--- config.mk ---
export PLATFORM = sky130hd
export DESIGN_NAME = crossbar_arbiter
export DESIGN_NICKNAME = d
export VERILOG_FILES = /design/src/rtl/crossbar_arbiter.sv
export SDC_FILE = /design/constraint.sdc
export NUM_CORES = 1
export LEC_CHECK = 0
export ABC_AREA = 1
export CORE_MARGIN = 2
export CORE_UTILIZATION = 58
export CTS_BUF_LIST = sky130_fd_sc_hd__clkbuf_8
export DETAILED_ROUTE_END_ITERATION = 8
export GPL_TIMING_DRIVEN = 1
export PLACE_DENSITY = 0.89
export SETUP_SLACK_MARGIN = 0.02
export SYNTH_ARGS = -nofsm -noshare
export SYNTH_HDL_FRONTEND = slang
export SYNTH_SLANG_ARGS = --single-unit
--- constraint.sdc ---
create_clock -name clk -period 2.9 [get_ports clk]
set_input_delay 0.87 -clock clk [delete_from_list [all_inputs] [get_ports clk]]
set_output_delay 0.87 -clock clk [all_outputs]
set_load 0.05 [all_outputs]
--- src/rtl/crossbar_arbiter.sv ---
// 4x4 crossbar arbiter: one IDLE/BUSY round-robin arbiter per output, packet-locked grants.
// Optional stall timeout enabled by defining XBAR_TIMEOUT_EN.
module crossbar_arbiter #(
  parameter int TIMEOUT = 64
) (
  input  logic       clk,
  input  logic       rst_n,
  input  logic       req0,
  input  logic       req1,
  input  logic       req2,
  input  logic       req3,
  input  logic [1:0] dst0,
  input  logic [1:0] dst1,
  input  logic [1:0] dst2,
  input  logic [1:0] dst3,
  input  logic       last0,
  input  logic       last1,
  input  logic       last2,
  input  logic       last3,
  output logic       gnt0,
  output logic       gnt1,
  output logic       gnt2,
  output logic       gnt3,
  output logic [3:0] sel0,
  output logic [3:0] sel1,
  output logic [3:0] sel2,
  output logic [3:0] sel3,
  output logic [3:0] out_busy,
  output logic [3:0] to_err
);

  typedef enum logic {IDLE = 1'b0, BUSY = 1'b1} state_t;

  logic [3:0] req_v, last_v, gnt_v;
  logic [1:0] dst_v [4];
  logic [3:0] sel_m [4];
  state_t     state_r [4];
  state_t     state_nx [4];
  logic [1:0] owner_r [4];
  logic [1:0] owner_nx [4];
  logic [1:0] ptr_r [4];
  logic [1:0] ptr_nx [4];
  logic [3:0] cand, rot;
  logic [7:0] rot8;
  logic [1:0] off, win;
  logic       beat;

`ifdef XBAR_TIMEOUT_EN
  localparam int CW = (TIMEOUT > 1) ? $clog2(TIMEOUT) : 1;
  logic [CW-1:0] cnt_r [4];
  logic [CW-1:0] cnt_nx [4];
  logic [3:0]    err_nx, to_err_r;
  assign to_err = to_err_r;
`else
  assign to_err = 4'b0000;
`endif

  assign req_v  = {req3, req2, req1, req0};
  assign last_v = {last3, last2, last1, last0};
  assign dst_v[0] = dst0;
  assign dst_v[1] = dst1;
  assign dst_v[2] = dst2;
  assign dst_v[3] = dst3;

  assign gnt0 = gnt_v[0];
  assign gnt1 = gnt_v[1];
  assign gnt2 = gnt_v[2];
  assign gnt3 = gnt_v[3];
  assign sel0 = sel_m[0];
  assign sel1 = sel_m[1];
  assign sel2 = sel_m[2];
  assign sel3 = sel_m[3];

  // Decode select matrix, grants and busy flags from registered ownership.
  always_comb begin
    for (int j = 0; j < 4; j++) begin
      for (int k = 0; k < 4; k++) begin
        sel_m[j][k] = (state_r[k] == BUSY) && (owner_r[k] == j[1:0]);
      end
    end
    for (int j = 0; j < 4; j++) begin
      gnt_v[j] = |sel_m[j];
    end
    for (int k = 0; k < 4; k++) begin
      out_busy[k] = (state_r[k] == BUSY);
    end
  end

  // Per-output arbitration, release and optional stall timeout.
  always_comb begin
    cand = 4'b0000;
    rot  = 4'b0000;
    rot8 = 8'h00;
    off  = 2'd0;
    win  = 2'd0;
    beat = 1'b0;
`ifdef XBAR_TIMEOUT_EN
    err_nx = 4'b0000;
`endif
    for (int k = 0; k < 4; k++) begin
      state_nx[k] = state_r[k];
      owner_nx[k] = owner_r[k];
      ptr_nx[k]   = ptr_r[k];
`ifdef XBAR_TIMEOUT_EN
      cnt_nx[k]   = cnt_r[k];
`endif
      for (int i = 0; i < 4; i++) begin
        cand[i] = req_v[i] && (dst_v[i] == k[1:0]) && !gnt_v[i];
      end
      // Rotate so that bit 0 is the pointer position, then take the lowest hit.
      rot8 = {cand, cand} >> ptr_r[k];
      rot  = rot8[3:0];
      if (rot[0])      off = 2'd0;
      else if (rot[1]) off = 2'd1;
      else if (rot[2]) off = 2'd2;
      else             off = 2'd3;
      win  = ptr_r[k] + off;
      beat = req_v[owner_r[k]];
      case (state_r[k])
        IDLE: begin
`ifdef XBAR_TIMEOUT_EN
          cnt_nx[k] = {CW{1'b0}};
`endif
          if (|rot) begin
            state_nx[k] = BUSY;
            owner_nx[k] = win;
            ptr_nx[k]   = win + 2'd1;
          end else begin
            state_nx[k] = IDLE;
          end
        end
        BUSY: begin
`ifdef XBAR_TIMEOUT_EN
          if (beat && last_v[owner_r[k]]) begin
            state_nx[k] = IDLE;
            cnt_nx[k]   = {CW{1'b0}};
          end else if (beat) begin
            cnt_nx[k]   = {CW{1'b0}};
          end else if (cnt_r[k] == CW'(TIMEOUT - 1)) begin
            state_nx[k] = IDLE;
            err_nx[k]   = 1'b1;
            cnt_nx[k]   = {CW{1'b0}};
          end else begin
            cnt_nx[k]   = cnt_r[k] + CW'(1);
          end
`else
          if (beat && last_v[owner_r[k]]) begin
            state_nx[k] = IDLE;
          end else begin
            state_nx[k] = BUSY;
          end
`endif
        end
        default: state_nx[k] = IDLE;
      endcase
    end
  end

  // Ownership, pointer and timeout state registers.
  always_ff @(posedge clk or negedge rst_n) begin
    if (!rst_n) begin
      for (int k = 0; k < 4; k++) begin
        state_r[k] <= IDLE;
        owner_r[k] <= 2'd0;
        ptr_r[k]   <= 2'd0;
`ifdef XBAR_TIMEOUT_EN
        cnt_r[k]   <= {CW{1'b0}};
`endif
      end
`ifdef XBAR_TIMEOUT_EN
      to_err_r <= 4'b0000;
`endif
    end else begin
      for (int k = 0; k < 4; k++) begin
        state_r[k] <= state_nx[k];
        owner_r[k] <= owner_nx[k];
        ptr_r[k]   <= ptr_nx[k];
`ifdef XBAR_TIMEOUT_EN
        cnt_r[k]   <= cnt_nx[k];
`endif
      end
`ifdef XBAR_TIMEOUT_EN
      to_err_r <= err_nx;
`endif
    end
  end

endmodule

==> run_summary.xml, run 1 <==
<?xml version="1.0" encoding="UTF-8"?>
<metrics>
  <group name="clock_network">
    <metric name="clock_latency" unit="ns">0.26</metric>
    <metric name="tritoncts" unit="">built</metric>
    <metric name="cts_root_buffer" unit="">sky130_fd_sc_hd__clkbuf_8</metric>
    <metric name="htree_num_levels" unit="">1</metric>
    <metric name="clkSlewWorstSetupHoldPaths" unit="ns">0.08</metric>
    <metric name="maximum_root_to_sink_buffer_count" unit="">2</metric>
    <metric name="cts_setup_buffers" unit="">0</metric>
    <metric name="number_of_buffers_added_by_the_clock_tree_synthesis_step" unit="">3</metric>
    <metric name="cts.sink_count" unit="">20</metric>
  </group>
  <group name="timing">
    <metric name="hold_violations" unit="">0</metric>
    <metric name="slew_violations" unit="">0</metric>
    <metric name="max_clock_freq" unit="MHz">354</metric>
    <metric name="count_of_final_setup_violators" unit="">0</metric>
    <metric name="worst-slew-pin-transition" unit="ns">0.557</metric>
    <metric name="final.setup.tns" unit="ns">0</metric>
    <metric name="finalCritPeriodShare" unit="%">97.3</metric>
    <metric name="postLayoutSetupSlackWorst" unit="ns">0.0790</metric>
    <metric name="rsz0062_at_grt" unit="">no</metric>
    <metric name="maxSlewHeadroom" unit="%">62.7</metric>
    <metric name="worst_hold_slack" unit="ns">0.589</metric>
    <metric name="worst_clock_skew" unit="ns">0.00208</metric>
    <metric name="fin_crit" unit="ns">2.82</metric>
  </group>
  <group name="worst_setup_path">
    <metric name="crit_path_cell_trace" unit="">nor2_1 &gt; nand2_1 &gt; inv_1 &gt; clkdlybuf4s50_1</metric>
    <metric name="worst-endpoint-required" unit="ns">2.03</metric>
    <metric name="setup.worst_path.end_class" unit="">primary output</metric>
    <metric name="worst_ep_arrival_time" unit="ns">1.95</metric>
    <metric name="crit_path_top_delay_cell" unit="">sky130_fd_sc_hd__clkdlybuf4s50_1</metric>
    <metric name="timing.critical_path.buf_inv" unit="">2</metric>
    <metric name="setup.worst_path.class" unit="">flip-flop to primary output</metric>
    <metric name="worst_path_largest_cell_delay" unit="ns">0.81</metric>
    <metric name="worst-path-max-fanout" unit="">7</metric>
    <metric name="crit_family" unit="">buffers and inverters</metric>
    <metric name="worstSetupStartpointType" unit="">flip-flop</metric>
  </group>
  <group name="grt">
    <metric name="grt_pass1_wl" unit="um">10300</metric>
    <metric name="grt_util_all_layers" unit="%">30.1</metric>
    <metric name="antenna_found_initial" unit="">0</metric>
    <metric name="first_global_vias" unit="">2475</metric>
    <metric name="grt.overflow.total" unit="">0</metric>
    <metric name="grt_max_degree" unit="">21</metric>
  </group>
  <group name="place">
    <metric name="gp_congestion" unit="">0.933</metric>
    <metric name="placement.setup.worst_slack" unit="ns">-0.110</metric>
    <metric name="post-dp-hpwl" unit="um">4860</metric>
    <metric name="place.port_buffers" unit="">41</metric>
  </group>
  <group name="die">
    <metric name="die_area" unit="mm2">0.00430</metric>
    <metric name="initial_core_util" unit="%">60.0</metric>
    <metric name="io_pins" unit="">46</metric>
    <metric name="vertical_die_dimension" unit="um">65.6</metric>
    <metric name="row_count" unit="">22</metric>
    <metric name="core-area" unit="mm2">0.00366</metric>
    <metric name="chipWidth" unit="um">65.6</metric>
  </group>
  <group name="detailed_routing">
    <metric name="vias" unit="">2668</metric>
    <metric name="final_antenna_net_count" unit="">0</metric>
    <metric name="drc" unit="">0</metric>
    <metric name="drt_pass_1_iters" unit="">5</metric>
    <metric name="finalWirelength" unit="um">6100</metric>
    <metric name="drt-initial-drc-count" unit="">312</metric>
    <metric name="post_drt_wl_per_cell" unit="um">13.0</metric>
    <metric name="avgViaCountPerCell" unit="">5.66</metric>
  </group>
  <group name="synth">
    <metric name="synth_top_area_cell" unit="">sky130_fd_sc_hd__dfrtp_1</metric>
    <metric name="synth_commonest_cells" unit="">94 x sky130_fd_sc_hd__nand2_1, 77 x sky130_fd_sc_hd__nand3_1, 65 x sky130_fd_sc_hd__inv_1</metric>
    <metric name="yosysMostFrequentCell" unit="">sky130_fd_sc_hd__nand2_1</metric>
    <metric name="dominantRegCellSynth" unit="">sky130_fd_sc_hd__dfrtp_1</metric>
    <metric name="yosys_register_bits" unit="">20</metric>
    <metric name="synth_largest_type_area_fraction" unit="%">22.8</metric>
    <metric name="synthesis.instances" unit="">367</metric>
    <metric name="synth_area_per_cell" unit="um2">5.99</metric>
    <metric name="synth-edff-count" unit="">0</metric>
    <metric name="netlist_area" unit="mm2">0.00220</metric>
    <metric name="part_of_the_yosys_area_used_for_sequential_elements" unit="%">22.8</metric>
    <metric name="yosysWarningCount" unit="">0</metric>
    <metric name="synthTopCellsByArea" unit="">sky130_fd_sc_hd__dfrtp_1 23%, sky130_fd_sc_hd__nand3_1 18%, sky130_fd_sc_hd__nand2_1 16%</metric>
    <metric name="netlist-cell-type-count" unit="">29</metric>
    <metric name="async_reset_ff_share" unit="%">100</metric>
  </group>
  <group name="layout">
    <metric name="nFillCells" unit="">310</metric>
    <metric name="antennaDiodeCount" unit="">0</metric>
    <metric name="count_of_nets_after_finishing" unit="">447</metric>
    <metric name="areaGrowthSynthToFinish" unit="%">27.0</metric>
    <metric name="drive_above_1_share" unit="%">11.3</metric>
  </group>
  <group name="flow_run">
    <metric name="cap_violations" unit="">0</metric>
  </group>
  <group name="run_status">
    <metric name="outcome" unit="">finished clean</metric>
  </group>
  <group name="hold_path">
    <metric name="min-delay-path-class" unit="">flip-flop to flip-flop</metric>
  </group>
</metrics>
## layer usage
layer | track usage (%) | up-vias | share of wire (%)
li1 | - | 1320 | -
met4 | 12.0 | 0 | 3.2
met1 | 36.7 | 1194 | 42
met5 | 0 | - | 0
met2 | 53.2 | 130 | 47
met3 | 4.28 | 24 | 8.0
## registers in the layout, indices dropped and copies added (netlist names)
name and count:
out_busy 4, owner_r 8, ptr_r 8
## repair_timing
| item | CTS | global route |
|---|---|---|
| hold buffers | 0 | 0 |
| endpoints found under the setup margin | 0 | 4 |
| gates resized for setup | 0 | 3 |
## stage by stage
stage / util [%] / cells / instance area (um2)
after CTS: 76.0 / 471 / 2780
after global placement: 74.8 / 468 / 2740
after detailed placement: 74.8 / 468 / 2740
final: 76.2 / 471 / 2790
after global routing: 76.2 / 471 / 2790
after floorplan: - / 370 / 2210
## tightest hold or removal path: cells and delay by family (launching register included)
family	cells	cell delay (ns)
AO/OA/AOI/OAI	1	0.07
AND/OR/NAND/NOR	3	0.15
flip-flops	1	0.35
## cells in the final DEF (no fill, tap or decap)
| cell | netlist | final |
|---|---|---|
| sky130_fd_sc_hd__a21oi_1 | 5 | 5 |
| sky130_fd_sc_hd__a22o_1 | 1 | 1 |
| sky130_fd_sc_hd__a22oi_1 | 1 | 1 |
| sky130_fd_sc_hd__a31oi_1 | 1 | 1 |
| sky130_fd_sc_hd__a32oi_1 | 3 | 3 |
| sky130_fd_sc_hd__and2_1 | 1 | 1 |
| sky130_fd_sc_hd__buf_4 | 5 | 17 |
| sky130_fd_sc_hd__clkbuf_8 | 0 | 3 |
| sky130_fd_sc_hd__clkdlybuf4s50_1 | 0 | 36 |
| sky130_fd_sc_hd__conb_1 | 1 | 4 |
| sky130_fd_sc_hd__dfrtp_1 | 20 | 20 |
| sky130_fd_sc_hd__dlymetal6s2s_1 | 0 | 2 |
| sky130_fd_sc_hd__ha_1 | 4 | 4 |
| sky130_fd_sc_hd__inv_1 | 65 | 65 |
| sky130_fd_sc_hd__inv_2 | 3 | 3 |
| sky130_fd_sc_hd__nand2_1 | 94 | 94 |
| sky130_fd_sc_hd__nand2_2 | 10 | 10 |
| sky130_fd_sc_hd__nand3_1 | 77 | 77 |
| sky130_fd_sc_hd__nand3_2 | 4 | 4 |
| sky130_fd_sc_hd__nand4_1 | 7 | 7 |
| sky130_fd_sc_hd__nor2_1 | 16 | 16 |
| sky130_fd_sc_hd__nor2_2 | 2 | 2 |
| sky130_fd_sc_hd__nor2_4 | 6 | 6 |
| sky130_fd_sc_hd__nor3_1 | 7 | 7 |
| sky130_fd_sc_hd__nor3b_1 | 4 | 3 |
| sky130_fd_sc_hd__nor3b_2 | 0 | 1 |
| sky130_fd_sc_hd__o21a_1 | 3 | 3 |
| sky130_fd_sc_hd__o21ai_0 | 16 | 16 |
| sky130_fd_sc_hd__o21bai_1 | 1 | 1 |
| sky130_fd_sc_hd__o221ai_1 | 3 | 3 |
| sky130_fd_sc_hd__o22ai_1 | 4 | 4 |
| sky130_fd_sc_hd__o31ai_1 | 1 | 1 |
| sky130_fd_sc_hd__or2_2 | 2 | 2 |
## layout make-up
type                    instances  area, um2  area share [%]
clock buffers                   3       41.3            1.48
well taps                      48       60.1            2.15
inverters                      68        255            9.14
repair buffers                 55        513            18.4
flip-flops and latches         20        500            17.9
multi-input cells             277       1420            50.9
## logic make-up after synthesis
family / share of synthesized area, %
AND/OR/NAND/NOR: 50.4
buffers and inverters: 13.3
AO/OA/AOI/OAI: 11.0
flip-flops: 22.8
adder cells (fa/ha/maj): 2.28
other: 0.171
## path summary, 6_finish.rpt
| check | startpoint | slack [ns] | to | cells past startpoint |
|---|---|---|---|---|
| max | owner_r[7] | 0.08 | sel0[0] | 4 |
| min | ptr_r[1] | 0.59 | ptr_r[1] | 4 |
| max reg2reg | out_busy[0] | 0.66 | owner_r[0] | 13 |
| min reg2reg | ptr_r[1] | 0.59 | ptr_r[1] | 4 |
| max in group asynchronous | rst_n | 1.72 | ptr_r[4] | 2 |
| min in group asynchronous | rst_n | 0.95 | ptr_r[3] | 2 |
Power of run 1 is not shown: default switching activity piles up to over one toggle a cycle in this logic, so the estimate is an artifact.
==> run 2: changes to the inputs <==
GPL_TIMING_DRIVEN = not set   (was 1)
==> results of run 2 <==
No change in the layout: final DEF, timing and power equal those of run 1.
Power of run 2 is left out for the same reason.
